**src/rtl/cordic_arbiter_if.sv**
```systemverilog
// Request, response and shared-core bus of the two-requester CORDIC arbiter.
// slave is the arbiter side; master is the requester/core side.
interface cordic_arbiter_if #(
  parameter int WIDTH = 16
);
  logic             req0_valid;
  logic             req0_ready;
  logic             req0_mode;
  logic [WIDTH-1:0] req0_x;
  logic [WIDTH-1:0] req0_y;
  logic [WIDTH-1:0] req0_z;
  logic             req1_valid;
  logic             req1_ready;
  logic             req1_mode;
  logic [WIDTH-1:0] req1_x;
  logic [WIDTH-1:0] req1_y;
  logic [WIDTH-1:0] req1_z;
  logic             rsp0_valid;
  logic             rsp0_ready;
  logic [WIDTH-1:0] rsp0_res1;
  logic [WIDTH-1:0] rsp0_res2;
  logic             rsp1_valid;
  logic             rsp1_ready;
  logic [WIDTH-1:0] rsp1_res1;
  logic [WIDTH-1:0] rsp1_res2;
  logic             core_mode;
  logic [WIDTH-1:0] core_x;
  logic [WIDTH-1:0] core_y;
  logic [WIDTH-1:0] core_z;
  logic [WIDTH-1:0] core_res1;
  logic [WIDTH-1:0] core_res2;

  modport slave (
    input  req0_valid, req0_mode,
    input  req0_x, req0_y, req0_z,
    output req0_ready,
    input  req1_valid, req1_mode,
    input  req1_x, req1_y, req1_z,
    output req1_ready,
    output rsp0_valid, rsp0_res1, rsp0_res2,
    input  rsp0_ready,
    output rsp1_valid, rsp1_res1, rsp1_res2,
    input  rsp1_ready,
    output core_mode, core_x, core_y, core_z,
    input  core_res1, core_res2
  );

  modport master (
    output req0_valid, req0_mode,
    output req0_x, req0_y, req0_z,
    input  req0_ready,
    output req1_valid, req1_mode,
    output req1_x, req1_y, req1_z,
    input  req1_ready,
    input  rsp0_valid, rsp0_res1, rsp0_res2,
    output rsp0_ready,
    input  rsp1_valid, rsp1_res1, rsp1_res2,
    output rsp1_ready,
    input  core_mode, core_x, core_y, core_z,
    output core_res1, core_res2
  );
endinterface

```
**src/rtl/cordic_arbiter.sv**
```systemverilog
// Two-requester arbiter in front of one pipelined CORDIC core, with
// credit-reserved result FIFOs. CORDIC_ARB_FIXED_PRIO_EN: req0 strict priority.
module cordic_arbiter #(
  parameter int WIDTH      = 16,
  parameter int LATENCY    = 16,
  parameter int FIFO_DEPTH = 4
) (
  input  logic            clk,
  input  logic            reset,
  cordic_arbiter_if.slave bus,
  output logic            idle
);

  localparam int AW = $clog2(FIFO_DEPTH);
  localparam int CW = $clog2(FIFO_DEPTH + LATENCY + 2) + 1;
  localparam logic [CW-1:0] DEPTH_C = CW'(FIFO_DEPTH);
  localparam logic [CW-1:0] ONE = CW'(1);

  logic [1:0]         valid;
  logic [1:0]         rsp_rdy;
  logic [1:0]         elig;
  logic [1:0]         gnt;
  logic [1:0]         push;
  logic [1:0]         pop;
  logic               issue;
  logic               run;
  logic               pres_v;
  logic               pres_id;
  logic [LATENCY-1:0] tag_v;
  logic [LATENCY-1:0] tag_id;
  logic [CW-1:0]      count [2];
  logic [CW-1:0]      infl [2];
  logic [AW-1:0]      wr_ptr [2];
  logic [AW-1:0]      rd_ptr [2];
  logic [2*WIDTH-1:0] mem [2][FIFO_DEPTH];

  assign valid   = {bus.req1_valid, bus.req0_valid};
  assign rsp_rdy = {bus.rsp1_ready, bus.rsp0_ready};
  assign issue   = |gnt;

  // Jobs between issue and FIFO push, per requester.
  always_comb begin
    for (int n = 0; n < 2; n++) begin
      infl[n] = '0;
      if (pres_v && pres_id == 1'(n))
        infl[n] = infl[n] + ONE;
      for (int k = 0; k < LATENCY; k++)
        if (tag_v[k] && tag_id[k] == 1'(n))
          infl[n] = infl[n] + ONE;
    end
  end

  // A requester is eligible while its FIFO has unreserved space.
  always_comb begin
    for (int n = 0; n < 2; n++)
      elig[n] = valid[n] && run &&
                (count[n] + infl[n] < DEPTH_C);
  end

`ifdef CORDIC_ARB_FIXED_PRIO_EN
  // req0 wins whenever it is eligible.
  always_comb begin
    gnt[0] = elig[0];
    gnt[1] = elig[1] & ~elig[0];
  end
`else
  logic last;

  // On a tie the requester not issued last wins.
  always_comb begin
    gnt[0] = elig[0] & (~elig[1] | last);
    gnt[1] = elig[1] & (~elig[0] | ~last);
  end

  // Round-robin pointer moves only on an issue; reset favours req0.
  always_ff @(posedge clk or negedge reset) begin
    if (!reset)
      last <= 1'b1;
    else if (issue)
      last <= gnt[1];
  end
`endif

  assign bus.req0_ready = gnt[0];
  assign bus.req1_ready = gnt[1];

  // Issues are blocked until the first edge after reset release.
  always_ff @(posedge clk or negedge reset) begin
    if (!reset)
      run <= 1'b0;
    else
      run <= 1'b1;
  end

  // Register the granted operands; hold them when nothing issues.
  always_ff @(posedge clk or negedge reset) begin
    if (!reset) begin
      bus.core_mode <= 1'b0;
      bus.core_x    <= '0;
      bus.core_y    <= '0;
      bus.core_z    <= '0;
      pres_v        <= 1'b0;
      pres_id       <= 1'b0;
    end else begin
      pres_v  <= issue;
      pres_id <= gnt[1];
      unique case (1'b1)
        gnt[0]: begin
          bus.core_mode <= bus.req0_mode;
          bus.core_x    <= bus.req0_x;
          bus.core_y    <= bus.req0_y;
          bus.core_z    <= bus.req0_z;
        end
        gnt[1]: begin
          bus.core_mode <= bus.req1_mode;
          bus.core_x    <= bus.req1_x;
          bus.core_y    <= bus.req1_y;
          bus.core_z    <= bus.req1_z;
        end
        default: ;
      endcase
    end
  end

  // Tag pipe follows the presented operands through the core.
  always_ff @(posedge clk or negedge reset) begin
    if (!reset) begin
      tag_v  <= '0;
      tag_id <= '0;
    end else begin
      tag_v[0]  <= pres_v;
      tag_id[0] <= pres_id;
      for (int k = 1; k < LATENCY; k++) begin
        tag_v[k]  <= tag_v[k-1];
        tag_id[k] <= tag_id[k-1];
      end
    end
  end

  // The last tag stage lines up with the core result for its job.
  always_comb begin
    for (int n = 0; n < 2; n++) begin
      push[n] = tag_v[LATENCY-1] &&
                tag_id[LATENCY-1] == 1'(n);
      pop[n]  = (count[n] != '0) && rsp_rdy[n];
    end
  end

  // FIFO pointers and occupancy.
  always_ff @(posedge clk or negedge reset) begin
    if (!reset) begin
      for (int n = 0; n < 2; n++) begin
        wr_ptr[n] <= '0;
        rd_ptr[n] <= '0;
        count[n]  <= '0;
      end
    end else begin
      for (int n = 0; n < 2; n++) begin
        if (push[n])
          wr_ptr[n] <= wr_ptr[n] + AW'(1);
        if (pop[n])
          rd_ptr[n] <= rd_ptr[n] + AW'(1);
        count[n] <= count[n]
                  + (push[n] ? ONE : '0)
                  - (pop[n] ? ONE : '0);
      end
    end
  end

  // Result storage; contents are qualified by count, so no reset.
  always_ff @(posedge clk) begin
    for (int n = 0; n < 2; n++)
      if (push[n])
        mem[n][wr_ptr[n]] <= {bus.core_res1, bus.core_res2};
  end

  assign bus.rsp0_valid = count[0] != '0;
  assign bus.rsp1_valid = count[1] != '0;
  assign bus.rsp0_res1  = mem[0][rd_ptr[0]][2*WIDTH-1:WIDTH];
  assign bus.rsp0_res2  = mem[0][rd_ptr[0]][WIDTH-1:0];
  assign bus.rsp1_res1  = mem[1][rd_ptr[1]][2*WIDTH-1:WIDTH];
  assign bus.rsp1_res2  = mem[1][rd_ptr[1]][WIDTH-1:0];

  assign idle = ~pres_v && ~|tag_v &&
                count[0] == '0 && count[1] == '0;

endmodule
```
**src/flat_wrapper.sv**
```systemverilog
// flat-port wrapper written by rule: the top's interface ports become plain ports
module cordic_arbiter_flat 
#(
  parameter int WIDTH      = 16,
  parameter int LATENCY    = 16,
  parameter int FIFO_DEPTH = 4
)
  (clk, reset, idle, bus_req0_valid, bus_req0_mode, bus_req0_x, bus_req0_y, bus_req0_z, bus_req0_ready, bus_req1_valid, bus_req1_mode, bus_req1_x, bus_req1_y, bus_req1_z, bus_req1_ready, bus_rsp0_valid, bus_rsp0_res1, bus_rsp0_res2, bus_rsp0_ready, bus_rsp1_valid, bus_rsp1_res1, bus_rsp1_res2, bus_rsp1_ready, bus_core_mode, bus_core_x, bus_core_y, bus_core_z, bus_core_res1, bus_core_res2);
  cordic_arbiter_if #(.WIDTH(WIDTH)) bus_i ();
  input  logic clk;
  input  logic reset;
  output logic idle;
  input wire logic [$bits(bus_i.req0_valid)-1:0] bus_req0_valid;
  input wire logic [$bits(bus_i.req0_mode)-1:0] bus_req0_mode;
  input wire logic [$bits(bus_i.req0_x)-1:0] bus_req0_x;
  input wire logic [$bits(bus_i.req0_y)-1:0] bus_req0_y;
  input wire logic [$bits(bus_i.req0_z)-1:0] bus_req0_z;
  output wire logic [$bits(bus_i.req0_ready)-1:0] bus_req0_ready;
  input wire logic [$bits(bus_i.req1_valid)-1:0] bus_req1_valid;
  input wire logic [$bits(bus_i.req1_mode)-1:0] bus_req1_mode;
  input wire logic [$bits(bus_i.req1_x)-1:0] bus_req1_x;
  input wire logic [$bits(bus_i.req1_y)-1:0] bus_req1_y;
  input wire logic [$bits(bus_i.req1_z)-1:0] bus_req1_z;
  output wire logic [$bits(bus_i.req1_ready)-1:0] bus_req1_ready;
  output wire logic [$bits(bus_i.rsp0_valid)-1:0] bus_rsp0_valid;
  output wire logic [$bits(bus_i.rsp0_res1)-1:0] bus_rsp0_res1;
  output wire logic [$bits(bus_i.rsp0_res2)-1:0] bus_rsp0_res2;
  input wire logic [$bits(bus_i.rsp0_ready)-1:0] bus_rsp0_ready;
  output wire logic [$bits(bus_i.rsp1_valid)-1:0] bus_rsp1_valid;
  output wire logic [$bits(bus_i.rsp1_res1)-1:0] bus_rsp1_res1;
  output wire logic [$bits(bus_i.rsp1_res2)-1:0] bus_rsp1_res2;
  input wire logic [$bits(bus_i.rsp1_ready)-1:0] bus_rsp1_ready;
  output wire logic [$bits(bus_i.core_mode)-1:0] bus_core_mode;
  output wire logic [$bits(bus_i.core_x)-1:0] bus_core_x;
  output wire logic [$bits(bus_i.core_y)-1:0] bus_core_y;
  output wire logic [$bits(bus_i.core_z)-1:0] bus_core_z;
  input wire logic [$bits(bus_i.core_res1)-1:0] bus_core_res1;
  input wire logic [$bits(bus_i.core_res2)-1:0] bus_core_res2;
  assign bus_i.req0_valid = bus_req0_valid;
  assign bus_i.req0_mode = bus_req0_mode;
  assign bus_i.req0_x = bus_req0_x;
  assign bus_i.req0_y = bus_req0_y;
  assign bus_i.req0_z = bus_req0_z;
  assign bus_req0_ready = bus_i.req0_ready;
  assign bus_i.req1_valid = bus_req1_valid;
  assign bus_i.req1_mode = bus_req1_mode;
  assign bus_i.req1_x = bus_req1_x;
  assign bus_i.req1_y = bus_req1_y;
  assign bus_i.req1_z = bus_req1_z;
  assign bus_req1_ready = bus_i.req1_ready;
  assign bus_rsp0_valid = bus_i.rsp0_valid;
  assign bus_rsp0_res1 = bus_i.rsp0_res1;
  assign bus_rsp0_res2 = bus_i.rsp0_res2;
  assign bus_i.rsp0_ready = bus_rsp0_ready;
  assign bus_rsp1_valid = bus_i.rsp1_valid;
  assign bus_rsp1_res1 = bus_i.rsp1_res1;
  assign bus_rsp1_res2 = bus_i.rsp1_res2;
  assign bus_i.rsp1_ready = bus_rsp1_ready;
  assign bus_core_mode = bus_i.core_mode;
  assign bus_core_x = bus_i.core_x;
  assign bus_core_y = bus_i.core_y;
  assign bus_core_z = bus_i.core_z;
  assign bus_i.core_res1 = bus_core_res1;
  assign bus_i.core_res2 = bus_core_res2;
  cordic_arbiter #(.WIDTH(WIDTH), .LATENCY(LATENCY), .FIFO_DEPTH(FIFO_DEPTH)) u_core (.clk(clk), .reset(reset), .bus(bus_i), .idle(idle));
endmodule
```
**config.mk**
```make
export PLATFORM = sky130hd
export DESIGN_NAME = cordic_arbiter_flat
export DESIGN_NICKNAME = d
export VERILOG_FILES = /design/src/rtl/cordic_arbiter_if.sv /design/src/rtl/cordic_arbiter.sv /design/src/flat_wrapper.sv
export SDC_FILE = /design/constraint.sdc
export NUM_CORES = 1
export LEC_CHECK = 0
export CAP_MARGIN = 20
export CORE_MARGIN = 1
export CORE_UTILIZATION = 40
export CTS_BUF_LIST = sky130_fd_sc_hd__clkbuf_8
export CTS_CLUSTER_DIAMETER = 80
export DETAILED_ROUTE_END_ITERATION = 8
export HOLD_SLACK_MARGIN = 0.12
export PLACE_DENSITY = 0.71
export SYNTH_ARGS = -nofsm -noshare
export SYNTH_HDL_FRONTEND = slang
export SYNTH_SLANG_ARGS = --single-unit
```
**constraint.sdc**
```tcl
create_clock -name clk -period 14.55 [get_ports clk]
set_clock_uncertainty 0.15 [all_clocks]
set_input_delay 2.91 -clock clk [delete_from_list [all_inputs] [get_ports clk]]
set_output_delay 2.91 -clock clk [all_outputs]
set_load 0.02 [all_outputs]
```
After elaboration in Yosys (flattened, before gate mapping). Memories as Yosys holds them, arrays and structs flattened. Index checks and enable logic that the tools add are counted.

$add $sub $neg: 42. Multiply operators: 0. Div/mod/pow operators: 0. Magnitude comparators: 8. Eq/ne operators: 0. Shift operators: 0. Muxes and demuxes: 59. Bitwise logic cells: 29. Reduce and logical (&&, ||, !) cells: 54.

Operators by type and width (count): two-way mux 128 bit (4); two-way mux 32 bit (6); two-way mux 6 bit (32); adder 6 x 1 -> 6 bit (second input constant) (30); binary-select mux 32 bit (select 2 bit) (2); demux 32 bit (select 2 bit) (2); OR reduction 128 bit (1); case mux 16 bit (2 select lines) (3); logical AND 1 bit (45); adder 6 bit (4); inverter 1 bit (21); OR reduction 16 bit (1); >= comparator 3 bit (second input constant) (4); logical NOT 6 bit (2); less-than comparator 6 x 3 -> 1 bit (second input constant) (2); inverter 2 -> 3 bit (4); nonzero test 6 bit (2); subtractor 6 bit (2); two-way mux 1 bit (9); adder 2 x 1 -> 2 bit (second input constant) (4); less-than comparator 3 x 1 -> 1 bit (second input constant) (2); adder 1 x 1 -> 2 bit (second input constant) (2); bitwise AND 1 bit (2); OR 1 bit (2); 4 further kinds (4).

Register bits: 105. Latch bits: 0. Bits in writable memories: 256. Memory bits (read-only): 0. Input bits: 136. Output and inout port bits: 118. Logic and storage cells: 209. Memories kept: 1.

Memories: u_core.mem (depth 2, width 128, read ports 2, clocked after Yosys merged registers in 0, write ports 1, line cordic_arbiter.sv:35) `logic [2*WIDTH-1:0] mem [2][FIFO_DEPTH];`.

Longest topological paths before layout.
Word-level depth: 42. Mapped depth: 58. Mapped depth without buffers: 56.

Worst setup path before layout. No wires, ideal clock.

Path type: reg-to-output. From: reg u_core.tag_v[0]. To: out bus_req1_ready. Data arrival time: 10367 ps. Data required time: 11490 ps. Slack: 1123 ps. Cell stages (with the launch flop): 55. Buffers on the path: 2. Cell sequence: dfrtp_1 > nor2b_1 > ha_1 > xor2_2 > clkinv_1 > xnor2_1 > o21ai_0 > ha_1 > o221ai_1 > xnor2_1 > mux2i_1 > ha_1 > nor3b_1 > a31oi_1 > a21boi_0 > xnor2_1 > o21ai_0 > ha_1 > [... 19 more ...] > o21ai_0 > inv_1 > ha_1 > nand2_1 > o21ai_0 > ha_1 > mux2_2 > ha_1 > and3_1 > o21ai_0 > nand2b_1 > a21oi_1 > nand4bb_1 > mux2i_1 > or3_1 > buf_6 > a21oi_2 > buf_4.

Cells in the longest elaborated chain, start to end: 38. Elaborated cells on any way between the ends: 73. Those cells by class: add/sub: 32; order compare: 2; mux: 32; bitwise: 3; reduce/logical: 4.

RTL lines: start, declared (line cordic_arbiter.sv:29) `logic [LATENCY-1:0] tag_v;`; start signal, assigned (line cordic_arbiter.sv:131) `tag_v[0] <= pres_v;`; start signal, assigned by index (line cordic_arbiter.sv:134) `tag_v[k] <= tag_v[k-1];`; logical AND 1 bit (line cordic_arbiter.sv:48) `if (tag_v[k] && tag_id[k] == 1'(n))`; two-way mux 6 bit (line cordic_arbiter.sv:48); adder 6 x 1 -> 6 bit (line cordic_arbiter.sv:49) `infl[n] = infl[n] + ONE;`; two-way mux 6 bit (line cordic_arbiter.sv:48); adder 6 x 1 -> 6 bit (line cordic_arbiter.sv:49); two-way mux 6 bit (line cordic_arbiter.sv:48); adder 6 x 1 -> 6 bit (line cordic_arbiter.sv:49); two-way mux 6 bit (line cordic_arbiter.sv:48); [... 22 more ...]; adder 6 x 1 -> 6 bit (line cordic_arbiter.sv:49); two-way mux 6 bit (line cordic_arbiter.sv:48); adder 6 bit (line cordic_arbiter.sv:57) `(count[n] + infl[n] < DEPTH_C);`; less-than comparator 6 x 3 -> 1 bit (line cordic_arbiter.sv:57); logical AND 1 bit (line cordic_arbiter.sv:56) `elig[n] = valid[n] && run &&`; inverter 1 bit (line cordic_arbiter.sv:72) `gnt[1] = elig[1] & (~elig[0] | ~last);`; OR 1 bit (line cordic_arbiter.sv:72); bitwise AND 1 bit (*) (line cordic_arbiter.sv:72); end, declared (line flat_wrapper.sv:24) `output wire logic [$bits(bus_i.req1_ready)-1:0] bus_req1_ready;`.

Every way passes the cells marked *; elsewhere a longest branch is shown, timed or not.

Worst setup path in the final report.
From: reg u_core.tag_v[0]. To: out bus_req0_ready.

Cells in the longest elaborated chain, start to end: 38. Elaborated cells on any way between the ends: 73. Those cells by class: add/sub: 32; order compare: 2; mux: 32; bitwise: 3; reduce/logical: 4.

RTL lines: logical AND 1 bit (line cordic_arbiter.sv:48); two-way mux 6 bit (line cordic_arbiter.sv:48); adder 6 x 1 -> 6 bit (line cordic_arbiter.sv:49); two-way mux 6 bit (line cordic_arbiter.sv:48); adder 6 x 1 -> 6 bit (line cordic_arbiter.sv:49); two-way mux 6 bit (line cordic_arbiter.sv:48); adder 6 x 1 -> 6 bit (line cordic_arbiter.sv:49); two-way mux 6 bit (line cordic_arbiter.sv:48); [... 22 more ...]; adder 6 x 1 -> 6 bit (line cordic_arbiter.sv:49); two-way mux 6 bit (line cordic_arbiter.sv:48); adder 6 bit (line cordic_arbiter.sv:57); less-than comparator 6 x 3 -> 1 bit (line cordic_arbiter.sv:57); logical AND 1 bit (line cordic_arbiter.sv:56); inverter 1 bit (line cordic_arbiter.sv:71) `gnt[0] = elig[0] & (~elig[1] | last);`; OR 1 bit (line cordic_arbiter.sv:71); bitwise AND 1 bit (*) (line cordic_arbiter.sv:71); end, declared (line flat_wrapper.sv:18) `output wire logic [$bits(bus_i.req0_ready)-1:0] bus_req0_ready;`.

Marked as above.

==> results.ini <==
[outcome]
status=complete, no violations

[pwr]
p_switching_mw=1.447
p_leak_nw=8.606
clock_power_share_pct=21.5
ir_drop_v=0.0001053
p_int_mw=2.587
power_mw=4.034
p_comb_share_pct=45.5
switching_share_pct=35.87
sequentialPowerShare_pct=33.0
power-per-cell-area_nw_per_um2=174.9

[clock_tree]
cts_root_buf=clkbuf_8
htreeDepth=2
clk_latency_ns=0.64
cts_hold_buf=0
cts_made_buffers=57
cts_tree=built
clock_sinks=361
clk_path_buf_depth=3
path_clk_slew_ns=0.05

[floorplan]
core_area_um2=45480
ios=254
die_w_um=217.0
initial_utilization_pct=40.66
dieArea_um2=47100
die_h_um=217.0
core.rowCount=78

[sta]
setup_viol=0
period_share_pct=96.12
max_slew.worst_pin.slew_ns=0.7616
period_needed_ns=13.99
timing.hold.ws_ns=0.2831
hold_violations=0
slew_headroom_pct=49.22
fmax_ghz=0.07150
final.setup.worst_slack_ns=0.5640
final_max_slew_viol_count=0

[detailed_routing]
drt.antenna.violating_nets=0
first_pass_iters=8
wl_met2_um=20450
drt_iter0_markers=821
wl_um=42540
wl_per_cell_um=18.75
dr_wl_met3_um=3043
num_vias=12332
met1_length_um=17510
drcViolationCount=0
top_layer=met4
post_drt_via_cell_ratio=5.435

[setup_path]
crit_fanout=6
startpoint_type=flop
cpMostUsedCell=ha_1
cpPeakStageDelay_ns=0.50
cp-end-kind=primary output
critPathBufInv=3
worstPathRequired_ns=11.49
r2r-start=u_core.tag_v[0]$_DFF_PN0_
worst_path_max_delay_cell=or4_4
cpLargestDelayFamily=adder cells
startpoint=u_core.tag_v[0]$_DFF_PN0_
critPathKind=reg -> out
arrival_ns=10.93

[finish]
area_delta_synth_final_pct=24.72
final_cells=2269
fin_nets=1824
fin_util_pct=50.71
fill_cells=3824
antenna_cells=0
drive_above_1_share_pct=15.22

[logic_synthesis]
syn_area_um2=18490
syn_nets=1531
ys_warn_count=0
async_reset_ff_share_pct=29.09
ys.flop_type=edfxtp_1
ys_seq_area_share_pct=55.78
ys_ff_latch=361
syn_inst=1329
synth_cell_type_count=94
synth.avg_cell_area_um2=13.91
synth_edf_count=256

[global_route]
grt_overflow=0
grt_max_degree=57
grt_pass1_vias=12778
antenna_found_initial=0
track_usage_pct=18.08
grt_pass1_wl_um=67050

[worst_hold_path]
min_path_type=reg -> reg
min_from=u_core.tag_id[11]$_DFF_PN0_

[placement]
dp_cells=2150
place.gp.congestion=0.8428
hpwlAfterDp_um=28890
portBuffers=253
pre_cts_slack_ns=-0.2224

[flow_run]
maxCapViolations=0

[synth_stat cells, types with 7 or more instances]
| cell | number | area (um2) |
|---|---|---|
| a21oi_1 | 50 | 250.2 |
| a221o_1 | 49 | 490.5 |
| a31oi_1 | 12 | 75.07 |
| and2_1 | 16 | 100.1 |
| and3_1 | 12 | 75.07 |
| buf_1 | 8 | 30.03 |
| buf_2 | 8 | 40.04 |
| buf_6 | 7 | 78.83 |
| clkbuf_1 | 24 | 90.09 |
| dfrtp_1 | 104 | 2603 |
| edfxtp_1 | 256 | 7687 |
| ha_1 | 64 | 800.8 |
| inv_1 | 45 | 168.9 |
| mux2i_1 | 12 | 120.1 |
| mux4_2 | 64 | 1441 |
| nand2_1 | 68 | 255.2 |
| nand2b_1 | 15 | 93.84 |
| nand3_1 | 35 | 175.2 |
| nand3b_1 | 10 | 75.07 |
| nand4_1 | 12 | 75.07 |
| nor2_1 | 52 | 195.2 |
| nor2b_1 | 20 | 125.1 |
| nor3_1 | 22 | 110.1 |
| nor3b_1 | 54 | 405.4 |
| nor4_1 | 9 | 56.30 |
| o21ai_0 | 30 | 150.1 |
| or3_1 | 9 | 56.30 |
| xnor2_1 | 83 | 727.0 |
| xnor2_2 | 7 | 113.9 |
| xnor3_1 | 8 | 180.2 |
| xor2_1 | 40 | 350.3 |
[kinds of logic after synthesis]
group                      count (synthesis)  synth area share, %
xor gates and xnor gates                 149                8.830
muxes                                     83                8.870
and+or+nand+nor                          364                11.16
AOI/OAI and AO/OA                        203                8.227
adders and majority gates                 67                4.601
other                                      1              0.02028
DFF                                      361                55.78
buffers and inverters                    101                2.510
[metrics by stage]
step / cell area, um2 / TNS, ns
6_report: 23060 / 0
5_1_grt: 23060 / -0.2937
4_1_cts: 22880 / 0
3_5_place_dp: 21660 / -0.4070
3_3_place_gp: 21660 / 0
2_1_floorplan: 18490 / 0
[area by class of cell]
| type | instances | area (um2) | share of cell area, % |
|---|---|---|---|
| inverters | 48 | 181.4 | 0.7866 |
| clock buffers | 57 | 784.5 | 3.402 |
| well taps | 600 | 750.7 | 3.255 |
| repair buffers | 287 | 2775 | 12.03 |
| multi-input cells | 867 | 7880 | 34.17 |
| flip-flops and latches | 361 | 10320 | 44.75 |
| clock inverters | 49 | 371.6 | 1.611 |
[flip-flops by register name, summed over array words and instances, names as in the netlist, 4 cells and up]
name / count
u_core.bus.core_x: 16
u_core.bus.core_y: 16
u_core.bus.core_z: 16
u_core.count: 12
u_core.mem: 256
u_core.rd_ptr: 4
u_core.tag_id: 16
u_core.tag_v: 16
u_core.wr_ptr: 4
[worst register-to-register path, delay by kind of cell, from the launching register on]
kind,cells,cell delay [ns]
compound gates,15,2.36
xor+xnor,7,1.32
fa+ha+maj,10,3.01
buf+inv,3,0.65
flops,1,0.42
mux,4,0.83
simple gates,14,2.22
[per-layer routing]
layer / track usage (%) / vias up
met5: 0 / -
met4: 7.793 / 0
li1: - / 5700
met2: 30.68 / 486
met1: 21.80 / 6061
met3: 4.472 / 85
[cell usage in the layout (no fill, tap or decap), types with 9 or more instances in the layout]
cell type and count:
a21oi_1 44, a221o_1 49, a31oi_1 10, and2_1 16, and3_1 12, buf_4 35
clkbuf_8 57, clkdlybuf4s50_1 250, clkinv_1 12, clkinv_2 11, dfrtp_1 101, edfxtp_1 256
ha_1 63, inv_1 62, mux2i_1 11, mux4_2 64, nand2_1 68, nand2b_1 15
nand3_1 35, nand3b_1 10, nand4_1 12, nor2_1 52, nor2b_1 18, nor3_1 22
nor3b_1 52, nor4_1 9, o21ai_0 25, xnor2_1 79, xnor2_2 11, xor2_1 40
[final timing paths]
kind	to	cells after the start	slack (ns)
max reg2reg	u_core.bus.core_z[12]$_DFFE_PN0P_	53	3.47
min	u_core.tag_id[12]$_DFF_PN0_	0	0.28
max	bus_req0_ready	52	0.56
min reg2reg	u_core.tag_id[12]$_DFF_PN0_	0	0.28
max in group asynchronous	u_core.rd_ptr[2]$_DFFE_PN0P_	2	10.84
min in group asynchronous	u_core.bus.core_y[11]$_DFFE_PN0P_	1	2.14
[power groups by stage]
stage               logic (mW)  clock network, mW  registers [mW]
finish                    1.83              0.867            1.33
global route              1.98              0.934            1.35
CTS                       1.78              0.893            1.33
detailed placement        1.75                  0            1.35
global placement          1.71                  0            1.35
floorplan                 1.13                  0            1.37
[what timing repair did]
| item | CTS | global route |
|---|---|---|
| setup endpoints to repair | 2 | 2 |
| resized for setup | 16 | 27 |
| buffers inserted | 2 | 11 |
| pin swaps | 1 | 9 |
Power figures use the tool's default switching activity.
